`src/rtl/usrt_pkg.sv`:
```
// Shared constants for the USRT APB front-end: register offsets, bit positions, data width.
package usrt_pkg;

  localparam int DATA_W = 8;

  // Register byte offsets
  localparam logic [7:0] ADDR_DATA   = 8'h00;
  localparam logic [7:0] ADDR_STATUS = 8'h04;
  localparam logic [7:0] ADDR_CTRL   = 8'h08;

  // STATUS bit positions
  localparam int ST_RX_NOT_EMPTY = 0;
  localparam int ST_TX_FULL      = 1;
  localparam int ST_RX_OVERRUN   = 2;
  localparam int ST_RX_ERR       = 3;

  // CTRL bit positions
  localparam int CTRL_ENABLE   = 0;
  localparam int CTRL_SOFT_RST = 1;

  // Decoded register selection
  typedef enum logic [1:0] {
    REG_DATA,
    REG_STATUS,
    REG_CTRL,
    REG_NONE
  } reg_sel_e;

endpackage

```
`src/rtl/usrt_rx_fifo.sv`:
```
// Small synchronous receive FIFO with flush; head byte is visible combinationally.
module usrt_rx_fifo
  import usrt_pkg::*;
#(
  parameter int DEPTH = 4
) (
  input  logic              clk,
  input  logic              rst_n,
  input  logic              flush_i,
  input  logic              push_i,
  input  logic [DATA_W-1:0] data_i,
  input  logic              pop_i,
  output logic [DATA_W-1:0] data_o,
  output logic              full_o,
  output logic              empty_o
);

  localparam int PTR_W = $clog2(DEPTH);
  localparam int CNT_W = PTR_W + 1;

  logic [DATA_W-1:0] mem_q [DEPTH];
  logic [PTR_W-1:0]  wr_q, rd_q;
  logic [CNT_W-1:0]  cnt_q;
  logic              push_ok, pop_ok;

  assign full_o  = (cnt_q == CNT_W'(DEPTH));
  assign empty_o = (cnt_q == '0);
  assign data_o  = mem_q[rd_q];

  // A push into a full FIFO is only legal when the head leaves the same cycle
  assign push_ok = push_i & (~full_o | pop_i) & ~flush_i;
  assign pop_ok  = pop_i & ~empty_o & ~flush_i;

  // Storage array; no reset needed since occupancy is tracked by the pointers
  always_ff @(posedge clk) begin
    if (push_ok) mem_q[wr_q] <= data_i;
  end

  // Pointers wrap naturally because DEPTH is a power of two
  always_ff @(posedge clk or negedge rst_n) begin
    if (!rst_n) begin
      wr_q  <= '0;
      rd_q  <= '0;
      cnt_q <= '0;
    end else if (flush_i) begin
      wr_q  <= '0;
      rd_q  <= '0;
      cnt_q <= '0;
    end else begin
      if (push_ok) wr_q <= wr_q + PTR_W'(1);
      if (pop_ok)  rd_q <= rd_q + PTR_W'(1);
      case ({push_ok, pop_ok})
        2'b10:   cnt_q <= cnt_q + CNT_W'(1);
        2'b01:   cnt_q <= cnt_q - CNT_W'(1);
        default: cnt_q <= cnt_q;
      endcase
    end
  end

endmodule

```
`src/rtl/apb_usrt_slave.sv`:
```
// APB slave for the USRT: register decode, TX holding byte, RX FIFO, control/soft reset.
module apb_usrt_slave
  import usrt_pkg::*;
#(
  parameter int ADDR_W   = 8,
  parameter int RX_DEPTH = 4,
  parameter int WAIT_MAX = 255
) (
  input  logic              pClk,
  input  logic              pReset,
  input  logic              pSelect,
  input  logic              pEnable,
  input  logic              pWrite,
  input  logic [ADDR_W-1:0] pAddress,
  input  logic [DATA_W-1:0] pWData,
  output logic [DATA_W-1:0] pRData,
  output logic              pReady,
  output logic              pSlvErr,
  output logic [DATA_W-1:0] txData,
  output logic              txValid,
  input  logic              txReady,
  input  logic [DATA_W-1:0] rxData,
  input  logic              rxValid,
  input  logic              rxErr,
  output logic              clkEn,
  output logic              uRst
);

  localparam int WAIT_W = (WAIT_MAX < 1) ? 1 : $clog2(WAIT_MAX + 1);

  reg_sel_e          reg_sel;
  logic              access, done;
  logic              tx_blocked, wait_expired;
  logic              tx_push, fifo_pop, fifo_push, soft_rst, ctrl_wr, st_w1c;
  logic              ovr_set, err_set;
  logic              fifo_full, fifo_empty;
  logic [DATA_W-1:0] fifo_head, status;

  logic [DATA_W-1:0] txdata_q, txdata_d;
  logic              txvalid_q, txvalid_d;
  logic              enable_q, enable_d;
  logic              urst_q, urst_d;
  logic              ovr_q, ovr_d;
  logic              rxerr_q, rxerr_d;
  logic [WAIT_W-1:0] wait_q, wait_d;

  assign access       = pSelect & pEnable;
  assign tx_blocked   = txvalid_q & ~txReady;
  assign wait_expired = (wait_q == WAIT_W'(WAIT_MAX));

  // Address decode over the full decoded slice; anything unmapped is an error
  always_comb begin
    reg_sel = REG_NONE;
    if (pAddress == ADDR_W'(ADDR_DATA))        reg_sel = REG_DATA;
    else if (pAddress == ADDR_W'(ADDR_STATUS)) reg_sel = REG_STATUS;
    else if (pAddress == ADDR_W'(ADDR_CTRL))   reg_sel = REG_CTRL;
  end

  // STATUS read image
  always_comb begin
    status                  = '0;
    status[ST_RX_NOT_EMPTY] = ~fifo_empty;
    status[ST_TX_FULL]      = txvalid_q;
    status[ST_RX_OVERRUN]   = ovr_q;
    status[ST_RX_ERR]       = rxerr_q;
  end

  // Combinational APB response during the access phase
  always_comb begin
    pReady  = 1'b0;
    pSlvErr = 1'b0;
    pRData  = '0;
    if (access) begin
      case (reg_sel)
        REG_DATA: begin
          if (pWrite) begin
            if (!tx_blocked) begin
              pReady = 1'b1;
            end else if (wait_expired) begin
              pReady  = 1'b1;
              pSlvErr = 1'b1;
            end
          end else if (fifo_empty) begin
            pReady  = 1'b1;
            pSlvErr = 1'b1;
          end else begin
            pReady = 1'b1;
            pRData = fifo_head;
          end
        end
        REG_STATUS: begin
          pReady = 1'b1;
          if (!pWrite) pRData = status;
        end
        REG_CTRL: begin
          pReady = 1'b1;
          if (!pWrite) pRData = {{(DATA_W-1){1'b0}}, enable_q};
        end
        default: begin
          pReady  = 1'b1;
          pSlvErr = 1'b1;
        end
      endcase
    end
  end

  // Side-effect strobes, all qualified by a completing transfer
  assign done      = access & pReady;
  assign tx_push   = done & pWrite & (reg_sel == REG_DATA) & ~pSlvErr;
  assign fifo_pop  = done & ~pWrite & (reg_sel == REG_DATA) & ~fifo_empty;
  assign ctrl_wr   = done & pWrite & (reg_sel == REG_CTRL);
  assign soft_rst  = ctrl_wr & pWData[CTRL_SOFT_RST];
  assign st_w1c    = done & pWrite & (reg_sel == REG_STATUS);
  // Deserializer pulses are ignored while the serdes is being reset
  assign fifo_push = rxValid & ~urst_q & (~fifo_full | fifo_pop);
  assign ovr_set   = rxValid & ~urst_q & fifo_full & ~fifo_pop;
  assign err_set   = rxErr & ~urst_q;

  // Next-state for holding byte, control, sticky flags and wait counter
  always_comb begin
    txdata_d  = txdata_q;
    txvalid_d = txvalid_q;
    enable_d  = enable_q;
    urst_d    = soft_rst;
    ovr_d     = ovr_q;
    rxerr_d   = rxerr_q;
    wait_d    = wait_q;

    if (soft_rst) begin
      txvalid_d = 1'b0;
    end else if (tx_push) begin
      txdata_d  = pWData;
      txvalid_d = 1'b1;
    end else if (txvalid_q && txReady) begin
      txvalid_d = 1'b0;
    end

    if (ctrl_wr) enable_d = pWData[CTRL_ENABLE];

    // Sticky set wins over a same-cycle W1C; soft reset clears both
    if (soft_rst) begin
      ovr_d   = 1'b0;
      rxerr_d = 1'b0;
    end else begin
      if (st_w1c && pWData[ST_RX_OVERRUN]) ovr_d = 1'b0;
      if (st_w1c && pWData[ST_RX_ERR])     rxerr_d = 1'b0;
      if (ovr_set) ovr_d = 1'b1;
      if (err_set) rxerr_d = 1'b1;
    end

    if (!pSelect || done) begin
      wait_d = '0;
    end else if (access && pWrite && (reg_sel == REG_DATA) && tx_blocked) begin
      wait_d = wait_q + WAIT_W'(1);
    end
  end

  // State registers
  always_ff @(posedge pClk or negedge pReset) begin
    if (!pReset) begin
      txdata_q  <= '0;
      txvalid_q <= 1'b0;
      enable_q  <= 1'b0;
      urst_q    <= 1'b0;
      ovr_q     <= 1'b0;
      rxerr_q   <= 1'b0;
      wait_q    <= '0;
    end else begin
      txdata_q  <= txdata_d;
      txvalid_q <= txvalid_d;
      enable_q  <= enable_d;
      urst_q    <= urst_d;
      ovr_q     <= ovr_d;
      rxerr_q   <= rxerr_d;
      wait_q    <= wait_d;
    end
  end

  usrt_rx_fifo #(.DEPTH(RX_DEPTH)) u_rx_fifo (
    .clk     (pClk),
    .rst_n   (pReset),
    .flush_i (soft_rst),
    .push_i  (fifo_push),
    .data_i  (rxData),
    .pop_i   (fifo_pop),
    .data_o  (fifo_head),
    .full_o  (fifo_full),
    .empty_o (fifo_empty)
  );

  assign txData  = txdata_q;
  assign txValid = txvalid_q;
  assign clkEn   = enable_q;
  assign uRst    = urst_q;

endmodule
```
`config.mk`:
```
export PLATFORM = sky130hd
export DESIGN_NAME = apb_usrt_slave
export DESIGN_NICKNAME = d
export VERILOG_FILES = /design/src/rtl/usrt_pkg.sv /design/src/rtl/usrt_rx_fifo.sv /design/src/rtl/apb_usrt_slave.sv
export SDC_FILE = /design/constraint.sdc
export NUM_CORES = 1
export LEC_CHECK = 0
export CORE_MARGIN = 3
export CORE_UTILIZATION = 50
export CTS_CLUSTER_DIAMETER = 200
export DETAILED_ROUTE_END_ITERATION = 10
export PLACE_DENSITY = 0.81
export SLEW_MARGIN = 0
export SYNTH_ARGS = -nofsm -noshare
export SYNTH_HDL_FRONTEND = slang
export SYNTH_SLANG_ARGS = --single-unit
```
`constraint.sdc`:
```
create_clock -name pClk -period 4.5 [get_ports pClk]
set_input_delay 0.9 -clock pClk [delete_from_list [all_inputs] [get_ports pClk]]
set_output_delay 0.9 -clock pClk [all_outputs]
set_load 0.05 [all_outputs]
```
==> results.md <==
* Place WS at 0.567 ns
* FMAX at between 200 and 300 MHz
* Hold Vio Cnt, Final at 0
* Post-synth top area share at 33.3%
* Core Region at about 5500 sq um
* Worst rel slew slack at 56.9%
* Routed WL at 5.83 mm
* Dpl cell area at around 3500 sq um
* P_leak at 1.41 nW
* FFs w/ async S/R, synth at 46.7%
* YS warnings at 0
* Cell-internal power at a little over 0.001 W
* First-pass GRT wire length at slightly above 9 mm
* Tcrit/Tclk final at 87.8%
* Layout area overhead at 27.8%
* Yosys cell types at 46
* CTS tree: built
* Post-synth EDFFs at 32
* R2r setup slk at 2.16 ns
* Max Root-Sink Buffers at 2
* I/O pin total at 53
* Skew final at 0.00829 ns
* Most frequent cells after synthesis: edfxtp_1 (32), dfrtp_1 (28), nor2_1 (25)
* Pin count of the biggest net entering global routing at 29
* Synth Instances at ~220
* Synth Cell Area at ~2900 sq um
* Crit path max fanout at 7
* Die Y-Extent at 82.0 um
* Share of cells above drive strength 1 at 18.0%
* Synthesized area per cell at roughly 13 sq um
* Hold_buf cts at 0
* Root Driver: clkbuf_8
* GRT Overall Usage at between 10% and 20%
* Post-CTS sizing at 0
* Worst EP arrival at 3.05 ns
* DRC Markers at 0
* Number of diodes at 0
* Ys flop type: edfxtp_1
* Fill cell count at 429
* Required @ worst endpoint at around 3.6 ns
* Design area at between 3000 and 4000 sq um
* Hold depth at 1
* Number of core rows at 27
* Most used standard cell by instance count after synthesis: edfxtp_1
* Reg power frac at 49.0%
* TritonCTS Sinks at 60
* Drt first pass iters at 4
* DR WL/cell at 16.1 um
* Clk pwr share at about a third
* Reg-to-Reg Start: u_rx_fifo.cnt_q[1]
* Slew Viols, Final at 0
* Worst setup EP type: primary output
* Worst-margin pin slew at 0.645 ns
* Pwr per Cell Area at 390 nW/um^2
* Worst skew pair latency at 0.33 ns
* # Post-CTS Setup Buffers at 0
* Vias in the first global route at 1983
* CP startpoint: pWrite
* Worst VDD drop at 0.243 mV
* Min-delay src: txData[1]
* Initial antenna violation count at 0
* Status: finished clean
* Placer Congestion at 0.844
* Final min period at 3.95 ns
* Nets at 322
* CP Launch Type: primary input
* Setup ws final at 0.550 ns
* Die W at slightly above 80 um
* Syn Nets at 261
* Synth Register Bits at 60
* Final setup vio count at 0
* Sw Share at approximately 28%
* Comb pwr share at 17.6%
* Psw at 0.000400 W
* # Max-Cap Violations at 0
* Gr ovfl total at 0
* Final core occ at 66.6%
* CTS Buf Count at 9
* Vias at slightly below 2000
* Routed Antenna Nets at 0
* Register area at 1660 sq um
* Final TNS setup at 0 ns
* Unrepaired setup endpoints after global routing: no
* H-tree depth at 3
* Vias/cell at 5.50
* Sequential share of the synthesized area at 57.6%
* Dominant cell type by area after synthesis: edfxtp_1
* Port buffer count at 52
* CP Class: primary input to primary output
* Worst-path clk slew at 0.07 ns
* Footprint of the multi-input gates at 1170 sq um
* Initial Util at a little over half
* HPWL Detailed at 4.25 mm
* Path category of the worst min-delay check: flip-flop to flip-flop
* Area of the die at around 6700 sq um
* Initial DRC Count at between 80 and 90
* Top cells by area, synth: edfxtp_1 (33%), dfrtp_1 (24%), mux4_2 (6.2%)
* Reg2Reg Depth at 8
==> logic make-up (layout without fill, tap and decap cells) <==
logic type / count (synthesis) / after routing / share of synthesized area (%)
fa+ha+maj: 6 / 6 / 2.86
simple gates: 93 / 93 / 19.0
xor+xnor: 9 / 9 / 2.73
compound gates: 22 / 22 / 5.16
flops: 60 / 60 / 57.6
mux: 20 / 20 / 10.8
buf+inv: 13 / 79 / 1.78
==> metal layers <==
metal | track usage, % | part of all wire (%) | vias up
met4 | 9.30 | 2.1 | 0
li1 | - | - | 951
met2 | 29.9 | 50 | 69
met5 | 0 | 0 | -
met3 | 5.59 | 5.4 | 12
met1 | 22.8 | 42 | 955
==> final cells by class <==
| cell class | instances | area share (%) |
|---|---|---|
| flip-flops and latches | 60 | 45.1 |
| clock inverters | 7 | 2.00 |
| clock buffers | 9 | 3.36 |
| well taps | 72 | 2.44 |
| repair buffers | 55 | 14.5 |
| multi-input cells | 150 | 31.8 |
| inverters | 8 | 0.814 |
==> worst max-delay path: stages <==
cell and delay (ns):
clkdlybuf4s50_1 0.65, nand3b_1 0.21, o22ai_1 0.22, nand2_1 0.07, a31oi_1 0.17, clkdlybuf4s50_1 0.82
==> state kept, by name, summed over array words and instances, names as in the netlist <==
register and flops:
u_rx_fifo.rd_q 2, ovr_q 1, txData 8, wait_q 8, txValid 1, u_rx_fifo.wr_q 2, clkEn 1, u_rx_fifo.cnt_q 3
uRst 1, rxerr_q 1, u_rx_fifo.mem_q 32
==> power by group through the flow <==
stage	clock network, W	registers [W]	logic (W)
floorplan	0	0.000706	0.000161
global placement	0	0.000712	0.000241
detailed placement	0	0.000717	0.000255
CTS	0.000496	0.000706	0.000257
global route	0.000522	0.000712	0.000282
finish	0.000479	0.000705	0.000253
==> final timing paths <==
kind / endpoint
setup / recovery: pSlvErr
max in group asynchronous: u_rx_fifo.rd_q[0]
setup reg to reg: u_rx_fifo.cnt_q[2]
hold / removal: txData[1]
min in group asynchronous: wait_q[2]
hold reg to reg: txData[1]
==> placed cells by master, fill, tap and decap left out, types with 2 or more instances in the layout <==
| cell | Yosys | layout |
|---|---|---|
| nor4_4 | 2 | 2 |
| nand2b_1 | 3 | 3 |
| nand4_1 | 8 | 8 |
| and2_1 | 5 | 5 |
| inv_6 | 0 | 2 |
| inv_1 | 8 | 8 |
| nor4_1 | 2 | 2 |
| buf_4 | 0 | 10 |
| mux4_2 | 8 | 8 |
| nor2b_1 | 9 | 9 |
| clkinv_2 | 0 | 2 |
| nand2_1 | 15 | 15 |
| mux2_1 | 2 | 2 |
| nor3_1 | 3 | 3 |
| clkdlybuf4s50_1 | 0 | 44 |
| xnor2_1 | 4 | 4 |
| or3_1 | 2 | 2 |
| a32oi_1 | 3 | 3 |
| dfrtp_1 | 28 | 28 |
| ha_1 | 5 | 5 |
| nor2_1 | 25 | 25 |
| clkbuf_8 | 0 | 9 |
| nor3_4 | 2 | 2 |
| mux2_2 | 8 | 8 |
| a21oi_1 | 5 | 5 |
| nor3b_1 | 2 | 2 |
| xor2_1 | 5 | 5 |
| and3_1 | 2 | 2 |
| o32ai_1 | 3 | 3 |
| edfxtp_1 | 32 | 32 |
| nand3_1 | 6 | 6 |
| o21ai_0 | 4 | 4 |
| mux2i_1 | 2 | 2 |
==> metrics by stage <==
stage | power, W | instances | hold slack (ns)
floorplan | 0.000868 | 223 | 0.504
CTS | 0.00146 | 361 | 0.492
detailed placement | 0.000973 | 345 | 0.476
global route | 0.00152 | 361 | 0.510
global placement | 0.000953 | 345 | 0.469
finish | 0.00144 | 361 | 0.488
(Power assumes the default switching activity.)
